===== config.mk =====
export PLATFORM = sky130hd
export DESIGN_NAME = msi_snoop_responder_flat
export DESIGN_NICKNAME = d
export VERILOG_FILES = /design/src/rtl/msi_pkg.sv /design/src/rtl/msi_snoop_responder_if.sv /design/src/rtl/msi_line_array.sv /design/src/rtl/msi_snoop_responder.sv /design/src/flat_wrapper.sv
export SDC_FILE = /design/constraint.sdc
export NUM_CORES = 1
export LEC_CHECK = 0
export BUFFER_PORTS_ARGS = -buffer_cell sky130_fd_sc_hd__buf_2
export CORE_UTILIZATION = 35
export CTS_CLUSTER_DIAMETER = 60
export DETAILED_ROUTE_END_ITERATION = 6
export PLACE_DENSITY = 0.67
export SYNTH_ARGS = -nofsm -noshare
export SYNTH_HDL_FRONTEND = slang
export SYNTH_HIERARCHICAL = 1
export SYNTH_SLANG_ARGS = --single-unit

===== constraint.sdc =====
create_clock -name clock -period 2.9 [get_ports clock]
set_input_delay 0.725 -clock clock [delete_from_list [all_inputs] [get_ports clock]]
set_output_delay 0.725 -clock clock [all_outputs]
set_load 0.1 [all_outputs]

===== src/rtl/msi_pkg.sv =====
//------------------------------------------------------------------------------
// msi_pkg
// Shared MSI state, bus opcode and snoop-FSM encodings plus the snoop update rule.
// Revision: 1.0
//------------------------------------------------------------------------------
`default_nettype none

package msi_pkg;

    localparam logic [1:0] MSI_I = 2'b00;
    localparam logic [1:0] MSI_S = 2'b01;
    localparam logic [1:0] MSI_M = 2'b10;

    localparam logic [1:0] OP_READ_MISS  = 2'b00;
    localparam logic [1:0] OP_WRITE_MISS = 2'b01;
    localparam logic [1:0] OP_INVALIDATE = 2'b10;

    typedef enum logic [1:0] {
        ST_IDLE      = 2'd0,
        ST_LOOKUP    = 2'd1,
        ST_WRITEBACK = 2'd2,
        ST_DONE      = 2'd3
    } snoop_fsm_e;

    // The unused encoding 11 is never stored; it collapses to Invalid.
    function automatic logic [1:0] msi_sanitize(input logic [1:0] s);
        return (s == 2'b11) ? MSI_I : s;
    endfunction

    function automatic logic [1:0] msi_snoop_next(input logic [1:0] op, input logic [1:0] cur);
        logic [1:0] r;
        r = cur;
        case (op)
            OP_READ_MISS:                 if (cur == MSI_M) r = MSI_S;
            OP_WRITE_MISS, OP_INVALIDATE: r = MSI_I;
            default:                      r = cur;
        endcase
        return r;
    endfunction

endpackage

`default_nettype wire


===== src/rtl/msi_snoop_responder_if.sv =====
//------------------------------------------------------------------------------
// msi_snoop_responder_if
// Snooped bus, memory writeback, fill and line-display signals of the responder.
// Revision: 1.0
//------------------------------------------------------------------------------
`default_nettype none

interface msi_snoop_responder_if #(
    parameter int ADDR_W = 3,
    parameter int DATA_W = 4
);
    logic              bus_valid;
    logic [1:0]        bus_op;
    logic [ADDR_W-1:0] bus_address;
    logic              bus_ready;
    logic              bus_done;
    logic              bus_shared;
    logic              bus_abort;

    logic              mem_wr_valid;
    logic [ADDR_W-1:0] mem_wr_address;
    logic [DATA_W-1:0] mem_wr_data;
    logic              mem_wr_ready;

    logic              fill_valid;
    logic [ADDR_W-1:0] fill_address;
    logic [DATA_W-1:0] fill_data;
    logic [1:0]        fill_state;
    logic              fill_ready;

    logic [1:0]        current_state;
    logic [ADDR_W-1:0] current_address;
    logic [DATA_W-1:0] current_data;

    modport slave (
        input  bus_valid, bus_op, bus_address, mem_wr_ready,
               fill_valid, fill_address, fill_data, fill_state,
        output bus_ready, bus_done, bus_shared, bus_abort,
               mem_wr_valid, mem_wr_address, mem_wr_data, fill_ready,
               current_state, current_address, current_data
    );

    modport master (
        output bus_valid, bus_op, bus_address, mem_wr_ready,
               fill_valid, fill_address, fill_data, fill_state,
        input  bus_ready, bus_done, bus_shared, bus_abort,
               mem_wr_valid, mem_wr_address, mem_wr_data, fill_ready,
               current_state, current_address, current_data
    );
endinterface

`default_nettype wire


===== src/rtl/msi_line_array.sv =====
//------------------------------------------------------------------------------
// msi_line_array
// Direct-mapped state/tag/data store: one write port (snoop state update wins
// over fill) and a combinational read port.
// Revision: 1.0
//------------------------------------------------------------------------------
`default_nettype none

module msi_line_array #(
    parameter int INDEX_W = 2,
    parameter int TAG_W   = 1,
    parameter int DATA_W  = 4
) (
    input  wire logic               clk,
    input  wire logic               rst_n,
    input  wire logic               fill_en_i,
    input  wire logic [INDEX_W-1:0] fill_idx_i,
    input  wire logic [1:0]         fill_state_i,
    input  wire logic [TAG_W-1:0]   fill_tag_i,
    input  wire logic [DATA_W-1:0]  fill_data_i,
    input  wire logic               snp_en_i,
    input  wire logic [INDEX_W-1:0] snp_idx_i,
    input  wire logic [1:0]         snp_state_i,
    input  wire logic [INDEX_W-1:0] rd_idx_i,
    output logic [1:0]              rd_state_o,
    output logic [TAG_W-1:0]        rd_tag_o,
    output logic [DATA_W-1:0]       rd_data_o
);
    localparam int LINES = 1 << INDEX_W;

    logic [1:0]        state_q [LINES];
    logic [TAG_W-1:0]  tag_q   [LINES];
    logic [DATA_W-1:0] data_q  [LINES];

    // A snoop only ever rewrites the state field; tag and data stay untouched.
    always_ff @(posedge clk or negedge rst_n) begin
        if (!rst_n) begin
            for (int i = 0; i < LINES; i++) begin
                state_q[i] <= '0;
                tag_q[i]   <= '0;
                data_q[i]  <= '0;
            end
        end else if (snp_en_i) begin
            state_q[snp_idx_i] <= snp_state_i;
        end else if (fill_en_i) begin
            state_q[fill_idx_i] <= fill_state_i;
            tag_q[fill_idx_i]   <= fill_tag_i;
            data_q[fill_idx_i]  <= fill_data_i;
        end
    end

    assign rd_state_o = state_q[rd_idx_i];
    assign rd_tag_o   = tag_q[rd_idx_i];
    assign rd_data_o  = data_q[rd_idx_i];

endmodule

`default_nettype wire


===== src/rtl/msi_snoop_responder.sv =====
//------------------------------------------------------------------------------
// msi_snoop_responder
// Bus-side MSI snoop engine: lookup, downgrade/invalidate, Modified writeback.
// Revision: 1.0
//------------------------------------------------------------------------------
`default_nettype none

module msi_snoop_responder
    import msi_pkg::*;
#(
    parameter int ADDR_W  = 3,
    parameter int DATA_W  = 4,
    parameter int INDEX_W = 2
) (
    input  wire logic            clock,
    input  wire logic            resetn,
    msi_snoop_responder_if.slave bus_if
);
    localparam int TAG_W = ADDR_W - INDEX_W;

    snoop_fsm_e        state_q, state_d;
    logic [1:0]        op_q, op_d;
    logic [ADDR_W-1:0] addr_q, addr_d;
    logic              shared_q, shared_d;
    logic              abort_q, abort_d;
    logic [ADDR_W-1:0] wr_addr_q, wr_addr_d;
    logic [DATA_W-1:0] wr_data_q, wr_data_d;

    logic               w_snp_en;
    logic               w_fill_en;
    logic               w_hit;
    logic [INDEX_W-1:0] w_idx;
    logic [1:0]         w_rd_state;
    logic [TAG_W-1:0]   w_rd_tag;
    logic [DATA_W-1:0]  w_rd_data;

    assign w_idx     = addr_q[INDEX_W-1:0];
    assign w_fill_en = bus_if.fill_valid && bus_if.fill_ready;
    assign w_hit     = (w_rd_tag == addr_q[ADDR_W-1:INDEX_W]) && (w_rd_state != MSI_I)
                       && (op_q != 2'b11);

    msi_line_array #(
        .INDEX_W (INDEX_W),
        .TAG_W   (TAG_W),
        .DATA_W  (DATA_W)
    ) u_lines (
        .clk          (clock),
        .rst_n        (resetn),
        .fill_en_i    (w_fill_en),
        .fill_idx_i   (bus_if.fill_address[INDEX_W-1:0]),
        .fill_state_i (msi_sanitize(bus_if.fill_state)),
        .fill_tag_i   (bus_if.fill_address[ADDR_W-1:INDEX_W]),
        .fill_data_i  (bus_if.fill_data),
        .snp_en_i     (w_snp_en),
        .snp_idx_i    (w_idx),
        .snp_state_i  (msi_snoop_next(op_q, w_rd_state)),
        .rd_idx_i     (w_idx),
        .rd_state_o   (w_rd_state),
        .rd_tag_o     (w_rd_tag),
        .rd_data_o    (w_rd_data)
    );

    always_ff @(posedge clock or negedge resetn) begin
        if (!resetn) begin
            state_q   <= ST_IDLE;
            op_q      <= '0;
            addr_q    <= '0;
            shared_q  <= 1'b0;
            abort_q   <= 1'b0;
            wr_addr_q <= '0;
            wr_data_q <= '0;
        end else begin
            state_q   <= state_d;
            op_q      <= op_d;
            addr_q    <= addr_d;
            shared_q  <= shared_d;
            abort_q   <= abort_d;
            wr_addr_q <= wr_addr_d;
            wr_data_q <= wr_data_d;
        end
    end

    always_comb begin
        state_d   = state_q;
        op_d      = op_q;
        addr_d    = addr_q;
        shared_d  = shared_q;
        abort_d   = abort_q;
        wr_addr_d = wr_addr_q;
        wr_data_d = wr_data_q;
        w_snp_en  = 1'b0;
        case (state_q)
            ST_IDLE: begin
                if (bus_if.bus_valid) begin
                    op_d    = bus_if.bus_op;
                    addr_d  = bus_if.bus_address;
                    state_d = ST_LOOKUP;
                end
            end
            ST_LOOKUP: begin
                shared_d = w_hit;
                // A Modified hit must reach memory before the state may change.
                if (w_hit && (w_rd_state == MSI_M)) begin
                    wr_addr_d = {w_rd_tag, w_idx};
                    wr_data_d = w_rd_data;
                    state_d   = ST_WRITEBACK;
                end else begin
                    w_snp_en = w_hit;
                    abort_d  = 1'b0;
                    state_d  = ST_DONE;
                end
            end
            ST_WRITEBACK: begin
                if (bus_if.mem_wr_ready) begin
                    w_snp_en = 1'b1;
                    abort_d  = 1'b1;
                    state_d  = ST_DONE;
                end
            end
            ST_DONE: begin
                shared_d = 1'b0;
                abort_d  = 1'b0;
                state_d  = ST_IDLE;
            end
            default: state_d = ST_IDLE;
        endcase
    end

    assign bus_if.bus_ready       = (state_q == ST_IDLE);
    assign bus_if.bus_done        = (state_q == ST_DONE);
    assign bus_if.bus_shared      = shared_q;
    assign bus_if.bus_abort       = abort_q;
    assign bus_if.mem_wr_valid    = (state_q == ST_WRITEBACK);
    assign bus_if.mem_wr_address  = wr_addr_q;
    assign bus_if.mem_wr_data     = wr_data_q;
    assign bus_if.fill_ready      = (state_q == ST_IDLE) && !bus_if.bus_valid;
    assign bus_if.current_state   = w_rd_state;
    assign bus_if.current_address = {w_rd_tag, w_idx};
    assign bus_if.current_data    = w_rd_data;

endmodule

`default_nettype wire


===== src/flat_wrapper.sv =====
// flat-port wrapper written by rule: the top's interface ports become plain ports
module msi_snoop_responder_flat import msi_pkg::*;
#(
    parameter int ADDR_W  = 3,
    parameter int DATA_W  = 4,
    parameter int INDEX_W = 2
)
  (clock, resetn, bus_if_bus_valid, bus_if_bus_op, bus_if_bus_address, bus_if_mem_wr_ready, bus_if_fill_valid, bus_if_fill_address, bus_if_fill_data, bus_if_fill_state, bus_if_bus_ready, bus_if_bus_done, bus_if_bus_shared, bus_if_bus_abort, bus_if_mem_wr_valid, bus_if_mem_wr_address, bus_if_mem_wr_data, bus_if_fill_ready, bus_if_current_state, bus_if_current_address, bus_if_current_data);
  msi_snoop_responder_if #(.ADDR_W(ADDR_W), .DATA_W(DATA_W)) bus_if_i ();
  input  wire logic clock;
  input  wire logic resetn;
  input wire logic [$bits(bus_if_i.bus_valid)-1:0] bus_if_bus_valid;
  input wire logic [$bits(bus_if_i.bus_op)-1:0] bus_if_bus_op;
  input wire logic [$bits(bus_if_i.bus_address)-1:0] bus_if_bus_address;
  input wire logic [$bits(bus_if_i.mem_wr_ready)-1:0] bus_if_mem_wr_ready;
  input wire logic [$bits(bus_if_i.fill_valid)-1:0] bus_if_fill_valid;
  input wire logic [$bits(bus_if_i.fill_address)-1:0] bus_if_fill_address;
  input wire logic [$bits(bus_if_i.fill_data)-1:0] bus_if_fill_data;
  input wire logic [$bits(bus_if_i.fill_state)-1:0] bus_if_fill_state;
  output wire logic [$bits(bus_if_i.bus_ready)-1:0] bus_if_bus_ready;
  output wire logic [$bits(bus_if_i.bus_done)-1:0] bus_if_bus_done;
  output wire logic [$bits(bus_if_i.bus_shared)-1:0] bus_if_bus_shared;
  output wire logic [$bits(bus_if_i.bus_abort)-1:0] bus_if_bus_abort;
  output wire logic [$bits(bus_if_i.mem_wr_valid)-1:0] bus_if_mem_wr_valid;
  output wire logic [$bits(bus_if_i.mem_wr_address)-1:0] bus_if_mem_wr_address;
  output wire logic [$bits(bus_if_i.mem_wr_data)-1:0] bus_if_mem_wr_data;
  output wire logic [$bits(bus_if_i.fill_ready)-1:0] bus_if_fill_ready;
  output wire logic [$bits(bus_if_i.current_state)-1:0] bus_if_current_state;
  output wire logic [$bits(bus_if_i.current_address)-1:0] bus_if_current_address;
  output wire logic [$bits(bus_if_i.current_data)-1:0] bus_if_current_data;
  assign bus_if_i.bus_valid = bus_if_bus_valid;
  assign bus_if_i.bus_op = bus_if_bus_op;
  assign bus_if_i.bus_address = bus_if_bus_address;
  assign bus_if_i.mem_wr_ready = bus_if_mem_wr_ready;
  assign bus_if_i.fill_valid = bus_if_fill_valid;
  assign bus_if_i.fill_address = bus_if_fill_address;
  assign bus_if_i.fill_data = bus_if_fill_data;
  assign bus_if_i.fill_state = bus_if_fill_state;
  assign bus_if_bus_ready = bus_if_i.bus_ready;
  assign bus_if_bus_done = bus_if_i.bus_done;
  assign bus_if_bus_shared = bus_if_i.bus_shared;
  assign bus_if_bus_abort = bus_if_i.bus_abort;
  assign bus_if_mem_wr_valid = bus_if_i.mem_wr_valid;
  assign bus_if_mem_wr_address = bus_if_i.mem_wr_address;
  assign bus_if_mem_wr_data = bus_if_i.mem_wr_data;
  assign bus_if_fill_ready = bus_if_i.fill_ready;
  assign bus_if_current_state = bus_if_i.current_state;
  assign bus_if_current_address = bus_if_i.current_address;
  assign bus_if_current_data = bus_if_i.current_data;
  msi_snoop_responder #(.ADDR_W(ADDR_W), .DATA_W(DATA_W), .INDEX_W(INDEX_W)) u_core (.clock(clock), .resetn(resetn), .bus_if(bus_if_i));
endmodule

==> results of run 1 <==
[per-stage QoR]
stage,utilization,std cells
final,0.421,301
after global placement,0.404,293
after detailed placement,0.404,293
after global routing,0.421,301
after floorplan,-,184
after CTS,0.421,301
[placed cells by master, fill, tap and decap left out, types with 2 or more instances in the layout]
| cell type | synthesis | layout |
|---|---|---|
| a21oi_1 | 3 | 3 |
| a221o_1 | 2 | 2 |
| a2bb2oi_1 | 2 | 2 |
| a31oi_1 | 3 | 3 |
| and4bb_2 | 2 | 2 |
| buf_2 | 4 | 40 |
| buf_4 | 3 | 3 |
| clkbuf_8 | 0 | 5 |
| dfrtp_1 | 44 | 44 |
| ha_1 | 5 | 4 |
| inv_1 | 4 | 4 |
| mux2_2 | 21 | 21 |
| mux2_4 | 7 | 7 |
| mux4_2 | 7 | 7 |
| nand2_1 | 22 | 22 |
| nand2b_1 | 5 | 5 |
| nand3b_1 | 2 | 2 |
| nor2_1 | 9 | 9 |
| nor2b_1 | 7 | 6 |
| nor3_1 | 2 | 2 |
| o21ai_0 | 2 | 2 |
| o22a_1 | 4 | 4 |
[path summary, 6_finish.rpt]
kind / from / end / slack (ns) / cells past startpoint
min in group asynchronous: resetn / u_core/bus_if.bus_shared / 0.58 / 1
worst max-delay path: u_core/addr_q[0] / u_core/u_lines/state_q[7] / 0.23 / 8
worst min register to register: u_core/u_lines/data_q[5] / u_core/u_lines/data_q[5] / 0.48 / 2
worst min-delay path: u_core/u_lines/data_q[5] / u_core/u_lines/data_q[5] / 0.48 / 2
worst max register to register: u_core/addr_q[0] / u_core/u_lines/state_q[7] / 0.23 / 8
max in group asynchronous: resetn / u_core/bus_if.mem_wr_data[0] / 1.73 / 1
[sequential cells by signal, indices dropped and copies added, names as in the netlist]
register / count
u_core/state_q: 2
u_core/bus_if.mem_wr_address: 3
u_core/bus_if.mem_wr_data: 4
u_core/op_q: 2
u_core/u_lines/tag_q: 4
u_core/bus_if.bus_shared: 1
u_core/u_lines/data_q: 16
u_core/addr_q: 3
u_core/u_lines/state_q: 8
u_core/bus_if.bus_abort: 1
[metal layers]
layer,up-vias,GRT usage
met2,39,0.232
met1,761,0.195
met3,8,0.0408
li1,743,-
met5,-,0
met4,0,0.0517
[tightest hold or removal path, cell delays in order (launching register included)]
cell and delay [ns]:
dfrtp_1 0.34, nand2_1 0.05, nand2_1 0.06
[cell type report]
cell class	count	area, sq um
sequential	44	1100
multi-input combinational	125	1150
clock inverter	2	35.0
fill	591	3700
timing repair buffer	43	223
inverter	4	15.0
clock buffer	6	72.6
tap	77	96.3
[logic make-up (layout without fill, tap and decap cells)]
| family | Yosys count | in the layout | share of synthesized area |
|---|---|---|---|
| buf+inv | 15 | 55 | 0.0378 |
| fa+ha+maj | 5 | 5 | 0.0270 |
| simple gates | 56 | 56 | 0.143 |
| xor+xnor | 2 | 2 | 0.0108 |
| compound gates | 27 | 27 | 0.0908 |
| mux | 35 | 35 | 0.216 |
| flops | 44 | 44 | 0.475 |
==> implementation parameters, run 1 <==
Parameter                              Value

Run status
  Outcome    complete, no violations

Die
  Placeable core area    0.00639 sq mm
  I/O pin total    41
  Die Ht    83.3 um
  Die X-Extent    83.3 um
  Die outline area    0.00695 sq mm
  Placement row count    29
  Starting density of the core    0.363

Cells and area
  Antenna diode instance count    0
  Number of nets in the finished design    247
  Layout cell share with drive strength beyond 1    0.420
  Layout Cell Area excl Fill    0.00269 sq mm
  Layout area overhead    16.2%

Clocking
  Clock Root Buffer    clkbuf_8
  Number of resized instances in the post-cts repair step    0
  Deepest level of the CTS H-tree    2
  TritonCTS clock tree    built
  Clock sinks    44
  Setup repair bufs after CTS    0
  Clock input transition at the sequential cells of the worst setup and hold paths    0.08 ns
  Maximum root-to-sink buffer count    2
  Clock insertion delay at the later pin of the skew report    0.30 ns
  Count of hold-fix buffers inserted at cts    0
  CTS buffer count    5

STA
  Final Cycle Share    0.920
  Final setup violation count    0
  Period minus WS final    2.67 ns
  Setup ws final    0.231 ns
  Final hold violation count    0
  Minimum hold slack    0.484 ns
  Pin slew with the least headroom to its limit    0.965 ns
  Worst-case clock skew    0.00412 ns
  RSZ-0062 raised after global routing    no
  Peak Freq    375 MHz
  Final-report max-slew violation count    0
  Worst max-slew margin expressed relative to the limit    0.356
  Total negative slack for setup checks    0 ns

Worst setup path
  Largest delay share family, worst path    compound AO/OA/AOI/OAI gates
  Critical Path RT    3.09 ns
  Kind of end point of the critical path    flop
  CP Buf/Inv Count    1
  Cell with the largest stage delay on the worst path    mux4_2
  Critical Path Start Type    flop
  Delay of the slowest cell on the worst path    0.56 ns
  Critical path data arrival time    2.86 ns
  Peak fanout along the critical path    8
  Series of cell instances along the critical path    mux4_2 -> xnor2_2 -> nand4_1 -> a21boi_1 -> buf_4 -> nor2b_1 -> a21oi_1 -> o22a_1
  Critical setup path kind    flop to flop

Synthesis
  Most frequently used flop master after synthesis    dfrtp_1
  Number of standard cells after synthesis    184
  Synthesis-stage register bit count    44
  Largest cells by area after synthesis    dfrtp_1 (48%), mux2_2 (10%), mux4_2 (6.8%)
  Count of cell types in the netlist    43
  Cell area after synthesis    0.00232 sq mm
  Post-synth top cells    dfrtp_1 (44), nand2_1 (22), mux2_2 (21)
  Yosys Warn Count    6
  Most frequent cell after synthesis    dfrtp_1
  Share of flip-flops with an asynchronous set or reset after synthesis    1.00
  Portion of synthesized cell area occupied by the leading cell type    0.475
  Fraction of the yosys area taken by sequential cells    0.475
  EDFF count, synth    0
  Leading area contributor after synthesis    dfrtp_1
  Average cell area after synthesis    12.6 sq um
  Net count after synthesis    208

Placement
  Total placed instance area    0.00258 sq mm
  Final GP Congestion    0.805
  Detailed Place HPWL    3.54 mm
  Number of port buffers    40
  DP Worst Slack    0.278 ns

Detailed routing
  Average wire per standard cell    15.8 um
  Met2 WL    2.19 mm
  Final Routed Wirelength    4.76 mm
  Number of remaining DRC errors    0
  Iteration count of the initial detailed-routing pass    4
  Highest metal used    met4
  Total via count in the routed design    1551
  Met1 Wirelength    2.25 mm
  DRC violation total after the first TritonRoute iteration    54
  Met3 layer wire length in the routed design    248 um
  Final antenna-violating net count    0
  Avg Vias per Cell    5.15

Global routing
  Overflow left after global routing    0
  Number of global-route vias before repair    1583
  Number of antenna violations at the first check in global routing    0
  Largest net degree at the start of global routing    45
  First-pass GRT wire length    8.02 mm
  Total global routing track utilization    0.148

Flow run
  Max-cap viol count    0

Min path
  Hold Crit Class    flop to flop
Power of run 1 is not shown: default switching activity piles up to over one toggle a cycle in this logic, so the estimate is an artifact.
==> run 2, diff against run 1 <==
--- a/config.mk
+++ b/config.mk
@@ -6,6 +6,7 @@
 export NUM_CORES = 1
 export LEC_CHECK = 0
 export BUFFER_PORTS_ARGS = -buffer_cell sky130_fd_sc_hd__buf_2
+export CORE_ASPECT_RATIO = 2
 export CORE_UTILIZATION = 35
 export CTS_CLUSTER_DIAMETER = 60
 export DETAILED_ROUTE_END_ITERATION = 6
==> run 2 against run 1 <==
Net effect: die area grew 0.29%; clock-buffer cell count grew 1; worst hold slack lost 0.038 ns; sequential share of layout area shrank 1.1 points; setup slack gained 0.011 ns; flip-flop and latch count is the same; routed wire length grew 7.1%; critical path type unchanged; largest cell class unchanged; highest routed layer unchanged.
==> implementation parameters, run 2 (synthesized netlist as in run 1, its figures left out) <==
Parameter                              Value

Clocking
  TritonCTS clock tree    built
  Setup repair bufs after CTS    0 (unchanged)
  Deepest level of the CTS H-tree    2 (unchanged)
  Count of hold-fix buffers inserted at cts    0 (unchanged)
  Number of resized instances in the post-cts repair step    0 (unchanged)
  Maximum root-to-sink buffer count    2 (unchanged)
  Clock Root Buffer    clkbuf_16
  CTS buffer count    5 (unchanged)
  Clock insertion delay at the later pin of the skew report    0.28 ns (-0.02 ns)
  Clock sinks    44 (unchanged)
  Clock input transition at the sequential cells of the worst setup and hold paths    0.06 ns (-0.02 ns)

Worst setup path
  CP dominant cell by count    buf_4
  Critical Path RT    3.06 ns (-0.03 ns)
  Kind of end point of the critical path    flop
  Delay of the slowest cell on the worst path    0.60 ns (+0.04 ns)
  CP Buf/Inv Count    2 (+1)
  Critical path data arrival time    2.82 ns (-0.04 ns)
  Cell with the largest stage delay on the worst path    mux4_2
  Series of cell instances along the critical path    buf_4 -> mux4_2 -> nand4_1 -> a21boi_1 -> buf_4 -> nor4b_4 -> mux2_2
  Peak fanout along the critical path    14 (+6)
  Largest delay share family, worst path    multiplexers
  Critical setup path kind    flop to flop
  Critical Path Start Type    flop

Cells and area
  Number of nets in the finished design    250 (+1.2%)
  Number of flip-flops under the largest register name    16 (unchanged)
  Most common library cell in the layout ignoring fill and taps    dfrtp_1
  Layout area overhead    19.4%
  Final design utilization    0.435 (+0.0137)
  Largest registers in the final layout    u_core/u_lines/data_q x16, u_core/u_lines/state_q x8
  Antenna diode instance count    0 (unchanged)
  Largest register by flop count    u_core/u_lines/data_q
  Layout cell share with drive strength beyond 1    0.427 (+0.00767)
  Commonest cells after routing, fill and taps aside    dfrtp_1 (44), buf_2 (40), nand2_1 (22)

Min path
  Hold Crit Class    primary input to asynchronous set/reset pin

Placement
  Detailed Place HPWL    4.06 mm (+15%)
  Number of port buffers    40 (unchanged)
  Final GP Congestion    0.907 (+13%)

Detailed routing
  Avg Vias per Cell    5.06 (-1.8%)
  Final antenna-violating net count    0 (unchanged)
  Number of remaining DRC errors    0 (unchanged)
  Total via count in the routed design    1584 (+2.1%)
  Iteration count of the initial detailed-routing pass    4 (unchanged)
  Average wire per standard cell    16.3 um (+3.0%)
  Final Routed Wirelength    5.09 mm (+7.1%)
  DRC violation total after the first TritonRoute iteration    33 (-39%)

Global routing
  Number of antenna violations at the first check in global routing    0 (unchanged)
  Number of global-route vias before repair    1633 (+3.2%)
  First-pass GRT wire length    8.00 mm (-0.16%)
  Largest net degree at the start of global routing    28 (-38%)
  Overflow left after global routing    0 (unchanged)
  Total global routing track utilization    0.161 (+0.0130)

STA
  Final-report max-slew violation count    0 (unchanged)
  RSZ-0062 raised after global routing    no
  Total negative slack for setup checks    0 ns (unchanged)
  Final hold violation count    0 (unchanged)
  Peak Freq    376 MHz (+0.40%)
  Final Cycle Share    0.917 (-0.00365)
  Worst max-slew margin expressed relative to the limit    0.597 (+0.241)
  Final setup violation count    0 (unchanged)
  Pin slew with the least headroom to its limit    0.604 ns (-0.362 ns)
  Worst-case clock skew    0.00611 ns (+0.00199 ns)
  Period minus WS final    2.66 ns (-0.0106 ns)

Die
  I/O pin total    41 (unchanged)
  Die X-Extent    59.5 um (-29%)
  Die Ht    117 um (+40%)
  Die outline area    0.00697 sq mm (+0.29%)
  Placement row count    41 (+41%)
  Starting density of the core    0.364 (+0.00143)
  Placeable core area    0.00636 sq mm (-0.39%)

Run status
  Outcome    complete, no violations

Flow run
  Max-cap viol count    0 (unchanged)
==> run 2: path summary, 6_finish.rpt <==
path	endpoint	start	cells past startpoint	slack, ns
max in group asynchronous	u_core/u_lines/data_q[14]	resetn	2	1.87
worst max-delay path	u_core/u_lines/data_q[12]	u_core/addr_q[0]	7	0.24
min in group clock	u_core/u_lines/tag_q[1]	u_core/u_lines/tag_q[1]	2	0.47
worst min register to register	u_core/u_lines/tag_q[1]	u_core/u_lines/tag_q[1]	2	0.47
worst max register to register	u_core/u_lines/data_q[12]	u_core/addr_q[0]	7	0.24
worst min-delay path	u_core/bus_if.mem_wr_data[1]	resetn	1	0.45
==> run 2: final cells by class <==
type                    count  area (sq um)
well taps                  86           108
flip-flops and latches     44          1100
clock inverters             1          7.51
clock buffers               7           143
repair buffers             46           245
fillers                   633          3590
inverters                   4          15.0
multi-input cells         125          1150
==> run 2: through the flow <==
stage          worst slack (ns)  instance area (sq um)  hold slack, ns  instances
3_5_place_dp              0.238                   2620           0.463        305
2_1_floorplan             0.105                   2340           0.429        184
5_1_grt                  0.0777                   2770           0.490        313
6_report                  0.242                   2770           0.446        313
3_3_place_gp              0.313                   2620           0.456        305
4_1_cts                   0.227                   2770           0.469        313
==> run 2: per-layer routing <==
metal | track usage | up-vias | part of all wire
met5 | 0 | - | 0
met3 | 0.0264 | 15 | 0.029
li1 | - | 745 | -
met4 | 0.104 | 0 | 0.049
met2 | 0.297 | 40 | 0.57
met1 | 0.158 | 784 | 0.35
Power of run 2 is left out for the same reason.
